## src/rtl/id_ex_pipe_reg.sv

```systemverilog
`default_nettype none
// ============================================================================
// Module      : id_ex_pipe_reg
// Description : ID/EX pipeline register of the 5-stage core.
//               Registers the EX/MEM/WB control bundle together with the ID
//               operands and register indices, and presents them to EX one
//               cycle later. A bubble loads all-zero control, so no X on the
//               control inputs is ever captured. The load-use flag is built
//               from the registered EX-slot state and the rs1/rs2 indices of
//               the instruction currently in ID.
//
//               Optional bubble/freeze performance counters are enabled with
//               the macro ID_EX_PERF_CNT_EN. When the macro is undefined the
//               counter ports stay on the interface and are tied to 0.
//
// Ports       : clk_i, rst_i (async, active-low)
//               freeze_i  - hold every register
//               bubble_i  - load zero control, clear valid
//               EX/MEM/WB_signal_i, pc_i, rs1/rs2_data_i, imm_i, funct_i,
//               rs1/rs2/rd_addr_i                     - ID-stage fields
//               EX/MEM/WB_signal_o, pc_o, rs1/rs2_data_o, imm_o, funct_o,
//               rs1/rs2/rd_addr_o                     - registered fields
//               valid_o, load_use_o, bubble_cnt_o, freeze_cnt_o
//
// Revision    : 1.0 - initial release
// ============================================================================
module id_ex_pipe_reg #(
    parameter int DATA_W = 32,
    parameter int REG_AW = 5
) (
    input  logic              clk_i,
    input  logic              rst_i,
    input  logic              freeze_i,
    input  logic              bubble_i,
    input  logic [1:0]        EX_signal_i,
    input  logic [2:0]        MEM_signal_i,
    input  logic [1:0]        WB_signal_i,
    input  logic [DATA_W-1:0] pc_i,
    input  logic [DATA_W-1:0] rs1_data_i,
    input  logic [DATA_W-1:0] rs2_data_i,
    input  logic [DATA_W-1:0] imm_i,
    input  logic [9:0]        funct_i,
    input  logic [REG_AW-1:0] rs1_addr_i,
    input  logic [REG_AW-1:0] rs2_addr_i,
    input  logic [REG_AW-1:0] rd_addr_i,
    output logic [1:0]        EX_signal_o,
    output logic [2:0]        MEM_signal_o,
    output logic [1:0]        WB_signal_o,
    output logic [DATA_W-1:0] pc_o,
    output logic [DATA_W-1:0] rs1_data_o,
    output logic [DATA_W-1:0] rs2_data_o,
    output logic [DATA_W-1:0] imm_o,
    output logic [9:0]        funct_o,
    output logic [REG_AW-1:0] rs1_addr_o,
    output logic [REG_AW-1:0] rs2_addr_o,
    output logic [REG_AW-1:0] rd_addr_o,
    output logic              valid_o,
    output logic              load_use_o,
    output logic [31:0]       bubble_cnt_o,
    output logic [31:0]       freeze_cnt_o
);

    localparam logic [REG_AW-1:0] c_reg_zero = '0;

    // ------------------------------------------------------------------
    // Control registers and valid flag
    // ------------------------------------------------------------------
    logic [1:0] r_ex_signal;
    logic [2:0] r_mem_signal;
    logic [1:0] r_wb_signal;
    logic       r_valid;

    // The bubble branch never references the control inputs, so an X on
    // them during a bubble cannot propagate into EX.
    always_ff @(posedge clk_i or negedge rst_i) begin
        if (!rst_i) begin
            r_ex_signal  <= '0;
            r_mem_signal <= '0;
            r_wb_signal  <= '0;
            r_valid      <= 1'b0;
        end else if (!freeze_i) begin
            if (bubble_i) begin
                r_ex_signal  <= '0;
                r_mem_signal <= '0;
                r_wb_signal  <= '0;
                r_valid      <= 1'b0;
            end else begin
                r_ex_signal  <= EX_signal_i;
                r_mem_signal <= MEM_signal_i;
                r_wb_signal  <= WB_signal_i;
                r_valid      <= 1'b1;
            end
        end
    end

    // ------------------------------------------------------------------
    // Data and index registers: loaded on every unfrozen edge, bubble or
    // not, so they always carry defined values.
    // ------------------------------------------------------------------
    logic [DATA_W-1:0] r_pc;
    logic [DATA_W-1:0] r_rs1_data;
    logic [DATA_W-1:0] r_rs2_data;
    logic [DATA_W-1:0] r_imm;
    logic [9:0]        r_funct;
    logic [REG_AW-1:0] r_rs1_addr;
    logic [REG_AW-1:0] r_rs2_addr;
    logic [REG_AW-1:0] r_rd_addr;

    always_ff @(posedge clk_i or negedge rst_i) begin
        if (!rst_i) begin
            r_pc       <= '0;
            r_rs1_data <= '0;
            r_rs2_data <= '0;
            r_imm      <= '0;
            r_funct    <= '0;
            r_rs1_addr <= '0;
            r_rs2_addr <= '0;
            r_rd_addr  <= '0;
        end else if (!freeze_i) begin
            r_pc       <= pc_i;
            r_rs1_data <= rs1_data_i;
            r_rs2_data <= rs2_data_i;
            r_imm      <= imm_i;
            r_funct    <= funct_i;
            r_rs1_addr <= rs1_addr_i;
            r_rs2_addr <= rs2_addr_i;
            r_rd_addr  <= rd_addr_i;
        end
    end

    // ------------------------------------------------------------------
    // Load-use hazard: a real load in EX whose non-zero destination is a
    // source of the instruction in ID. r_valid gates out bubbles, and since
    // it is 0 in reset the flag is also 0 there.
    // ------------------------------------------------------------------
    logic w_rd_match;

    assign w_rd_match = (r_rd_addr == rs1_addr_i) || (r_rd_addr == rs2_addr_i);
    assign load_use_o = r_valid && r_mem_signal[0] && (r_rd_addr != c_reg_zero) && w_rd_match;

    // ------------------------------------------------------------------
    // Optional performance counters (saturating)
    // ------------------------------------------------------------------
`ifdef ID_EX_PERF_CNT_EN
    localparam logic [31:0] c_cnt_max = 32'hFFFF_FFFF;

    logic [31:0] r_bubble_cnt;
    logic [31:0] r_freeze_cnt;

    always_ff @(posedge clk_i or negedge rst_i) begin
        if (!rst_i) begin
            r_bubble_cnt <= '0;
            r_freeze_cnt <= '0;
        end else if (freeze_i) begin
            if (r_freeze_cnt != c_cnt_max) begin
                r_freeze_cnt <= r_freeze_cnt + 32'd1;
            end
        end else if (bubble_i) begin
            if (r_bubble_cnt != c_cnt_max) begin
                r_bubble_cnt <= r_bubble_cnt + 32'd1;
            end
        end
    end

    assign bubble_cnt_o = r_bubble_cnt;
    assign freeze_cnt_o = r_freeze_cnt;
`else
    assign bubble_cnt_o = '0;
    assign freeze_cnt_o = '0;
`endif

    // ------------------------------------------------------------------
    // Output mapping
    // ------------------------------------------------------------------
    assign EX_signal_o  = r_ex_signal;
    assign MEM_signal_o = r_mem_signal;
    assign WB_signal_o  = r_wb_signal;
    assign valid_o      = r_valid;
    assign pc_o         = r_pc;
    assign rs1_data_o   = r_rs1_data;
    assign rs2_data_o   = r_rs2_data;
    assign imm_o        = r_imm;
    assign funct_o      = r_funct;
    assign rs1_addr_o   = r_rs1_addr;
    assign rs2_addr_o   = r_rs2_addr;
    assign rd_addr_o    = r_rd_addr;

endmodule
`default_nettype wire

```

## config.mk

```make
export PLATFORM = sky130hd
export DESIGN_NAME = id_ex_pipe_reg
export DESIGN_NICKNAME = d
export VERILOG_FILES = /design/src/rtl/id_ex_pipe_reg.sv
export SDC_FILE = /design/constraint.sdc
export NUM_CORES = 1
export LEC_CHECK = 0
export BUFFER_PORTS_ARGS = -buffer_cell sky130_fd_sc_hd__buf_2
export CAP_MARGIN = 20
export CORE_AREA = 2 2 150 152
export DETAILED_ROUTE_END_ITERATION = 12
export DIE_AREA = 0 0 152 154
export GPL_TIMING_DRIVEN = 0
export HOLD_SLACK_MARGIN = 0.06
export SYNTH_ARGS = -nofsm -noshare
export SYNTH_HDL_FRONTEND = slang
export SYNTH_SLANG_ARGS = --single-unit
```

## constraint.sdc

```tcl
create_clock -name clk_i -period 2.75 [get_ports clk_i]
set_input_delay 0.55 -clock clk_i [delete_from_list [all_inputs] [get_ports clk_i]]
set_output_delay 0.55 -clock clk_i [all_outputs]
set_load 0.03 [all_outputs]
```

# ---- After elaboration in Yosys (flattened, before gate mapping)
# Index checks and enable logic that the tools add are counted.
dict set report totals {
  inputBits 164
  word_cells 23
  ff_bits 161
  out_inout_bits 226
}
dict set report op_classes {
  eq_ne 2
  mux 4
  reduce_logical 5
}
# cell count
set ops {}
lappend ops {{$eq A5 B5 Y1} 2}
lappend ops {{$reduce_bool A5 Y1} 1}
lappend ops {{$mux W2} 2}
lappend ops {{$logic_and A1 B1 Y1} 3}
lappend ops {{$mux W3} 1}
lappend ops {{$logic_or A1 B1 Y1} 1}
lappend ops {{$mux W1} 1}

# ---- Longest topological paths before layout
# Gate-level depths: netlist (run 1).
dict set report depth {
  ltp_word 3
  mapped_depth 5
  ltp_nobuf 4
}

# ---- Worst setup path before layout (run 1)
# No wires, ideal clock.
dict set report synth_timing {
  path_type {flip-flop to output port}
  from {register r_rd_addr[2] (netlist: rd_addr_o[2])}
  to {output load_use_o}
  path_stages_with_launch 5
  path_buffers 0
  required_ns 2.200
  t_arrival_ns 1.490
  path_slack_ns 0.710
  path_cell_list {dfrtp_1 xor2_1 nor3_1 nand3_1 a21oi_1}
}
dict set report synth_via {
  elab_chain_cells 3
  word_cells_on_any_way 6
  classes_between {eq/ne (2); reduce/logical (4)}
}
# element line
set synth_rtl {}
lappend synth_rtl {{from (decl)} 107} ;# logic [REG_AW-1:0] r_rd_addr;
lappend synth_rtl {{from (signal assigned)} 127} ;# r_rd_addr <= rd_addr_i;
lappend synth_rtl {{$eq A5 B5 Y1 or $reduce_bool A5 Y1 (tied branches)} {138, 139}}
lappend synth_rtl {{$logic_or A1 B1 Y1 or $logic_and A1 B1 Y1 (tied branches)} {138, 139}}
lappend synth_rtl {{$logic_and A1 B1 Y1 *} 139} ;# assign load_use_o = r_valid && r_mem_signal[0] && (r_rd_addr != c_reg_zero) && w_rd_match;
lappend synth_rtl {{to (decl)} 58} ;# output logic load_use_o,
# Every way passes the cells marked *; elsewhere a longest branch is shown, timed or not.

# ---- Worst setup path in the final report (run 1)
dict set report layout_timing {
  from {register r_rd_addr[0] (netlist: rd_addr_o[0])}
  to {output load_use_o}
}
# Same word-level chain as after synthesis.

==> results of run 1 <==
## area by class of cell
cell class	instances	area, um^2
timing repair buffer	325	1660
tap	280	350
buffer	83	657
clock buffer	18	429
fill	2095	12100
clock inverter	14	194
antenna	1	2.50
multi-input combinational	255	2240
sequential	161	4030
## routing by layer
layer | global-route usage | wire [um]
met5 | 0 | 0
met4 | 0.0516 | 354
met3 | 0.0606 | 1630
met2 | 0.236 | 8110
met1 | 0.155 | 6280
## cells in the final DEF (no fill, tap or decap)
| cell type | synthesis | routed |
|---|---|---|
| a21o_1 | 1 | 1 |
| a21oi_1 | 1 | 1 |
| a22o_1 | 1 | 1 |
| buf_16 | 0 | 1 |
| buf_2 | 6 | 329 |
| buf_4 | 64 | 64 |
| buf_6 | 13 | 13 |
| buf_8 | 0 | 1 |
| bufinv_16 | 0 | 3 |
| clkbuf_1 | 0 | 1 |
| clkbuf_16 | 0 | 17 |
| clkinv_2 | 0 | 1 |
| clkinv_4 | 0 | 2 |
| clkinvlp_4 | 0 | 1 |
| conb_1 | 1 | 64 |
| dfrtp_1 | 161 | 161 |
| diode_2 | 0 | 1 |
| inv_6 | 0 | 2 |
| inv_8 | 0 | 5 |
| mux2_2 | 143 | 143 |
| mux2_4 | 10 | 10 |
| nand2_1 | 6 | 6 |
| nand2b_1 | 6 | 6 |
| nand3_1 | 2 | 2 |
| nor2_1 | 1 | 1 |
| nor3_1 | 2 | 2 |
| o211ai_2 | 1 | 1 |
| o21ai_0 | 6 | 6 |
| or4_1 | 1 | 1 |
| xnor2_1 | 4 | 4 |
| xor2_1 | 6 | 6 |
## power groups by stage
| stage | combinational, mW | sequential (mW) | clock (mW) |
|---|---|---|---|
| finish | 1.48 | 2.72 | 2.51 |
| CTS | 1.50 | 2.72 | 2.60 |
| global route | 1.57 | 2.75 | 2.70 |
| detailed placement | 1.49 | 2.77 | 0 |
| floorplan | 0.511 | 3.24 | 0 |
| global placement | 1.48 | 2.76 | 0 |
## flip-flops by register name, indices dropped and copies added, names as in the netlist, 3 cells and up
register      cells
pc_o             32
rs1_data_o       32
funct_o          10
rd_addr_o         5
rs1_addr_o        5
rs2_addr_o        5
rs2_data_o       32
MEM_signal_o      3
imm_o            32
## cell usage after synthesis
cell type	number
buf_4	64
mux2_2	143
nor3_1	2
nand3_1	2
xor2_1	6
a21o_1	1
o211ai_2	1
a22o_1	1
nor2_1	1
buf_2	6
dfrtp_1	161
buf_6	13
mux2_4	10
nand2_1	6
a21oi_1	1
conb_1	1
xnor2_1	4
nand2b_1	6
or4_1	1
o21ai_0	6
## critical path, stage by stage, from the launching register on
cell and delay (ps):
dfrtp_1 440, or4_1 560, o211ai_2 150, a21oi_1 50
buf_2 170
## cells by family (layout without fill, tap and decap cells)
| family | count (synthesis) | in the layout | synth area share |
|---|---|---|---|
| flip-flops | 161 | 161 | 0.602 |
| multiplexers | 153 | 153 | 0.263 |
| buffers and inverters | 83 | 440 | 0.0981 |
| AND/OR/NAND/NOR | 18 | 18 | 0.0136 |
| AO/OA/AOI/OAI | 10 | 10 | 0.00953 |
| XOR/XNOR | 10 | 10 | 0.0131 |
| other | 1 | 65 | 0.000560 |
## path summary, 6_finish.rpt
path | from | to | slack (ps) | cells after the start
max | rd_addr_o[0] | load_use_o | 410 | 4
min in group clk_i | imm_i[10] | imm_o[10] | 360 | 2
max in group asynchronous | rst_i | rs2_data_o[5] | 1830 | 2
min reg2reg | MEM_signal_o[2] | MEM_signal_o[2] | 480 | 2
min | rst_i | imm_o[1] | 90 | 1
max reg2reg | rd_addr_o[2] | rd_addr_o[2] | 1910 | 1
## stage by stage
| stage | power (mW) | area [um^2] | hold slack, ps |
|---|---|---|---|
| finish | 6.71 | 9560 | 86.9 |
| global route | 7.02 | 9560 | 115 |
| global placement | 4.23 | 8900 | 465 |
| detailed placement | 4.26 | 8940 | 468 |
| floorplan | 3.75 | 6930 | 254 |
| CTS | 6.81 | 9560 | 110 |
==> flow_metrics.env, run 1 <==
export IMPL_status="finished, final reports clean"
export IMPL_p_comb_frac=0.220
export IMPL_clock_latency_ps=410
export IMPL_synth_top_cell_area_share=0.602
export IMPL_crit_path_max_fanout=5
export IMPL_ys_top_cells_by_area="dfrtp_1, mux2_2, buf_4, mux2_4, buf_6"
export IMPL_root_buffer="clkbuf_16"
export IMPL_cts_tree="done"
export IMPL_wire_per_inst_um=14.4
export IMPL_drv_cap=0
export IMPL_firstDrtPassIters=4
export IMPL_synth_seq_cells=161
export IMPL_ys_warn_count=0
export IMPL_htreeDepth=4
export IMPL_drtIter0Drc=141
export IMPL_worst_pin_slew_ps=596
export IMPL_die_h_um=154
export IMPL_cts_resized=0
export IMPL_coreArea_mm2=0.0217
export IMPL_switchingPower_mw=2.09
export IMPL_grt_pass1_wl_um=25900
export IMPL_gp_congestion=0.757
export IMPL_grt_max_degree=87
export IMPL_relSlewSlack=0.603
export IMPL_post_place_cells=1104
export IMPL_cellPowerDensity_mw_per_mm2=702
export IMPL_yosysSeqAreaShare=0.602
export IMPL_setup_viol=0
export IMPL_required_ps=2200
export IMPL_rsz0062_at_grt="no"
export IMPL_synth_top_area_cell="dfrtp_1"
export IMPL_vias=4636
export IMPL_final_nets=1007
export IMPL_clock_skew_ps=0
export IMPL_cp_start_kind="flip-flop"
export IMPL_fp_row_count=54
export IMPL_syn_avg_cell_area_um2=15.4
export IMPL_die_w_um=152
export IMPL_cts_setup_buffers=0
export IMPL_hold_viol=0
export IMPL_arrival_ps=1790
export IMPL_internal_power_mw=4.62
export IMPL_antenna_found_initial=2
export IMPL_crit_type="reg2out"
export IMPL_io_buffers=324
export IMPL_p_sw_frac=0.311
export IMPL_finalCriticalPeriod_ps=2340
export IMPL_slew_viol_final=0
export IMPL_fin_tns_setup_ps=0
export IMPL_post_layout_nonfiller_instances=1137
export IMPL_start_util=0.309
export IMPL_ios=390
export IMPL_wl_um=16400
export IMPL_via_per_inst=4.08
export IMPL_finalCoreUtilization=0.441
export IMPL_end_kind="primary output"
export IMPL_pre_cts_ws_ps=704
export IMPL_synth_cells=436
export IMPL_postRouteAntennaNets=0
export IMPL_grt_pass1_vias=4850
export IMPL_period_share=0.849
export IMPL_setup_slack_ps=414
export IMPL_max_freq_ghz=0.428
export IMPL_max_vdd_ir_drop_v=0.000407
export IMPL_route_detailed_drc=0
export IMPL_clkTransAtPathRegs_ps=70
export IMPL_clock_path_buffers=2
export IMPL_leakage_nw=4.89
export IMPL_yosysUniqueCellTypes=20
export IMPL_min_path_type="in2async"
export IMPL_area_growth_pct=42.9
export IMPL_power_frac_seq=0.406
export IMPL_netlist_area_mm2=0.00669
export IMPL_clkPwrFrac=0.374
export IMPL_cts_buffers=17
export IMPL_track_usage=0.139
export IMPL_grt_overflow=0
export IMPL_dpl_hpwl_um=12700
export IMPL_drive_above_1_share=0.693
export IMPL_hold_buffers=0
export IMPL_cts_sinks=161
export IMPL_die_area_mm2=0.0234
Power figures use the tool's default switching activity.
==> run 2, diff against run 1 <==
--- a/config.mk
+++ b/config.mk
@@ -7,9 +7,9 @@
 export LEC_CHECK = 0
 export BUFFER_PORTS_ARGS = -buffer_cell sky130_fd_sc_hd__buf_2
 export CAP_MARGIN = 20
-export CORE_AREA = 2 2 150 152
+export CORE_AREA = 2 2 151 153
 export DETAILED_ROUTE_END_ITERATION = 12
-export DIE_AREA = 0 0 152 154
+export DIE_AREA = 0 0 153 155
 export GPL_TIMING_DRIVEN = 0
 export HOLD_SLACK_MARGIN = 0.06
 export SYNTH_ARGS = -nofsm -noshare
==> constraint.sdc (replaced) <==
create_clock -name clk_i -period 2.25 [get_ports clk_i]
set_input_delay 0.45 -clock clk_i [delete_from_list [all_inputs] [get_ports clk_i]]
set_output_delay 0.45 -clock clk_i [all_outputs]
set_load 0.03 [all_outputs]
==> flow_metrics.env, run 2 (synthesized netlist as in run 1, its figures left out) <==
export IMPL_crit_type="reg2out"
export IMPL_die_area_mm2=0.0237
export IMPL_period_share=0.973
export IMPL_htreeDepth=4
export IMPL_cts_buffers=17
export IMPL_max_vdd_ir_drop_v=0.000413
export IMPL_wire_per_inst_um=14.2
export IMPL_fin_total_pwr_mw=7.93
export IMPL_drive_above_1_share=0.698
export IMPL_setup_worst_path_start="rd_addr_o[3]"
export IMPL_min_path_type="in2reg"
export IMPL_cp_start_kind="flip-flop"
export IMPL_root_buffer="clkbuf_16"
export IMPL_dpl_hpwl_um=12500
export IMPL_met3_length_um=1250
export IMPL_rsz0062_at_grt="no"
export IMPL_worst_pin_slew_ps=580
export IMPL_p_comb_frac=0.229
export IMPL_hold_worst_slack_ps=247
export IMPL_firstDrtPassIters=4
export IMPL_hp_start="MEM_signal_i[0]"
export IMPL_die_w_um=153
export IMPL_internal_power_mw=5.41
export IMPL_arrival_ps=1740
export IMPL_switchingPower_mw=2.53
export IMPL_finalCriticalPeriod_ps=2190
export IMPL_grt_pass1_wl_um=25100
export IMPL_clkPwrFrac=0.352
export IMPL_grt_max_degree=87
export IMPL_num_antenna_cells=0
export IMPL_max_freq_ghz=0.457
export IMPL_power_frac_seq=0.419
export IMPL_track_usage=0.134
export IMPL_timing_rr_start="rd_addr_o[4]"
export IMPL_gp_congestion=0.769
export IMPL_drtIter0Drc=166
export IMPL_vias=4610
export IMPL_p_sw_frac=0.318
export IMPL_ff2ff_setup_slack_ps=1400
export IMPL_leakage_nw=4.85
export IMPL_area_growth_pct=42.6
export IMPL_fp_row_count=55
export IMPL_final_nets=1009
export IMPL_cts_tree="done"
export IMPL_relSlewSlack=0.613
export IMPL_wl_um=16200
export IMPL_clock_skew_ps=0
export IMPL_clock_path_buffers=2
export IMPL_final_common_cell="buf_2"
export IMPL_clkTransAtPathRegs_ps=60
export IMPL_coreArea_mm2=0.0222
export IMPL_required_ps=1800
export IMPL_start_util=0.301
export IMPL_hold_viol=0
export IMPL_grt_overflow=0
export IMPL_status="finished, final reports clean"
export IMPL_io_buffers=324
export IMPL_wl_met1_um=6430
export IMPL_dr_wl_met2_um=8290
export IMPL_postRouteAntennaNets=0
export IMPL_setup_viol=0
export IMPL_via_per_inst=4.03
export IMPL_drv_cap=0
export IMPL_layout_common_cells="buf_2, dfrtp_1, mux2_2"
export IMPL_cellPowerDensity_mw_per_mm2=831
export IMPL_slew_viol_final=0
export IMPL_cts_sinks=161
export IMPL_die_h_um=155
export IMPL_route_detailed_drc=0
export IMPL_antenna_found_initial=0
export IMPL_crit_path_max_fanout=5
export IMPL_grt_pass1_vias=4690
export IMPL_end_kind="primary output"
export IMPL_ios=390
export IMPL_clock_latency_ps=410
export IMPL_highest_layer="met4"
==> run 2: final timing paths <==
path | endpoint | cells after the start
hold reg to reg | WB_signal_o[1] | 2
max in group asynchronous | rd_addr_o[1] | 3
hold / removal | MEM_signal_o[0] | 2
setup reg to reg | rd_addr_o[4] | 1
setup / recovery | load_use_o | 4
min in group asynchronous | rs2_data_o[24] | 2
==> run 2: final cells by class <==
class	count	area (um^2)
Multi-Input combinational cell	255	2250
Sequential cell	161	4030
Clock buffer	19	433
Clock inverter	13	128
Timing Repair Buffer	327	1680
Buffer	83	657
Fill cell	2151	12700
Tap cell	285	357
==> run 2: what timing repair did <==
item	in CTS	in global routing
resized for setup	5	3
hold buffers	1	0
pin swaps	2	0
setup endpoints to repair	1	1
hold endpoints to repair	75	0
buffers inserted	0	1
==> run 2: power groups by stage <==
stage	combinational (mW)	sequential (mW)	clock, mW
final	1.82	3.32	2.79
after global routing	1.93	3.36	3.02
after CTS	1.83	3.32	2.89
after detailed placement	1.83	3.37	0
after global placement	1.81	3.36	0
after floorplan	0.624	3.96	0
==> run 2: worst max-delay path: stages (launching register included) <==
cell	delay, ps
dfrtp_2	440
or4_4	520
o211ai_2	180
a21oi_2	50
buf_6	130
==> run 2: per-stage QoR <==
| stage | setup TNS, ps | cell area, um^2 | std cells | utilization | setup WS [ps] |
|---|---|---|---|---|---|
| 2_1_floorplan | 0 | 6930 | 499 | - | 310 |
| 3_3_place_gp | -300120 | 8910 | 1108 | 0.401 | -1880 |
| 3_5_place_dp | 0 | 8940 | 1109 | 0.402 | 423 |
| 4_1_cts | 0 | 9530 | 1142 | 0.429 | 8.64 |
| 5_1_grt | 0 | 9540 | 1143 | 0.429 | 1.55 |
| 6_report | 0 | 9540 | 1143 | 0.429 | 61.3 |
==> run 2: routing by layer <==
layer  vias up  global-route usage
met5         -                   0
met4         0              0.0414
met3        16              0.0465
met2       206               0.225
met1      2215               0.162
li1       2173                   -
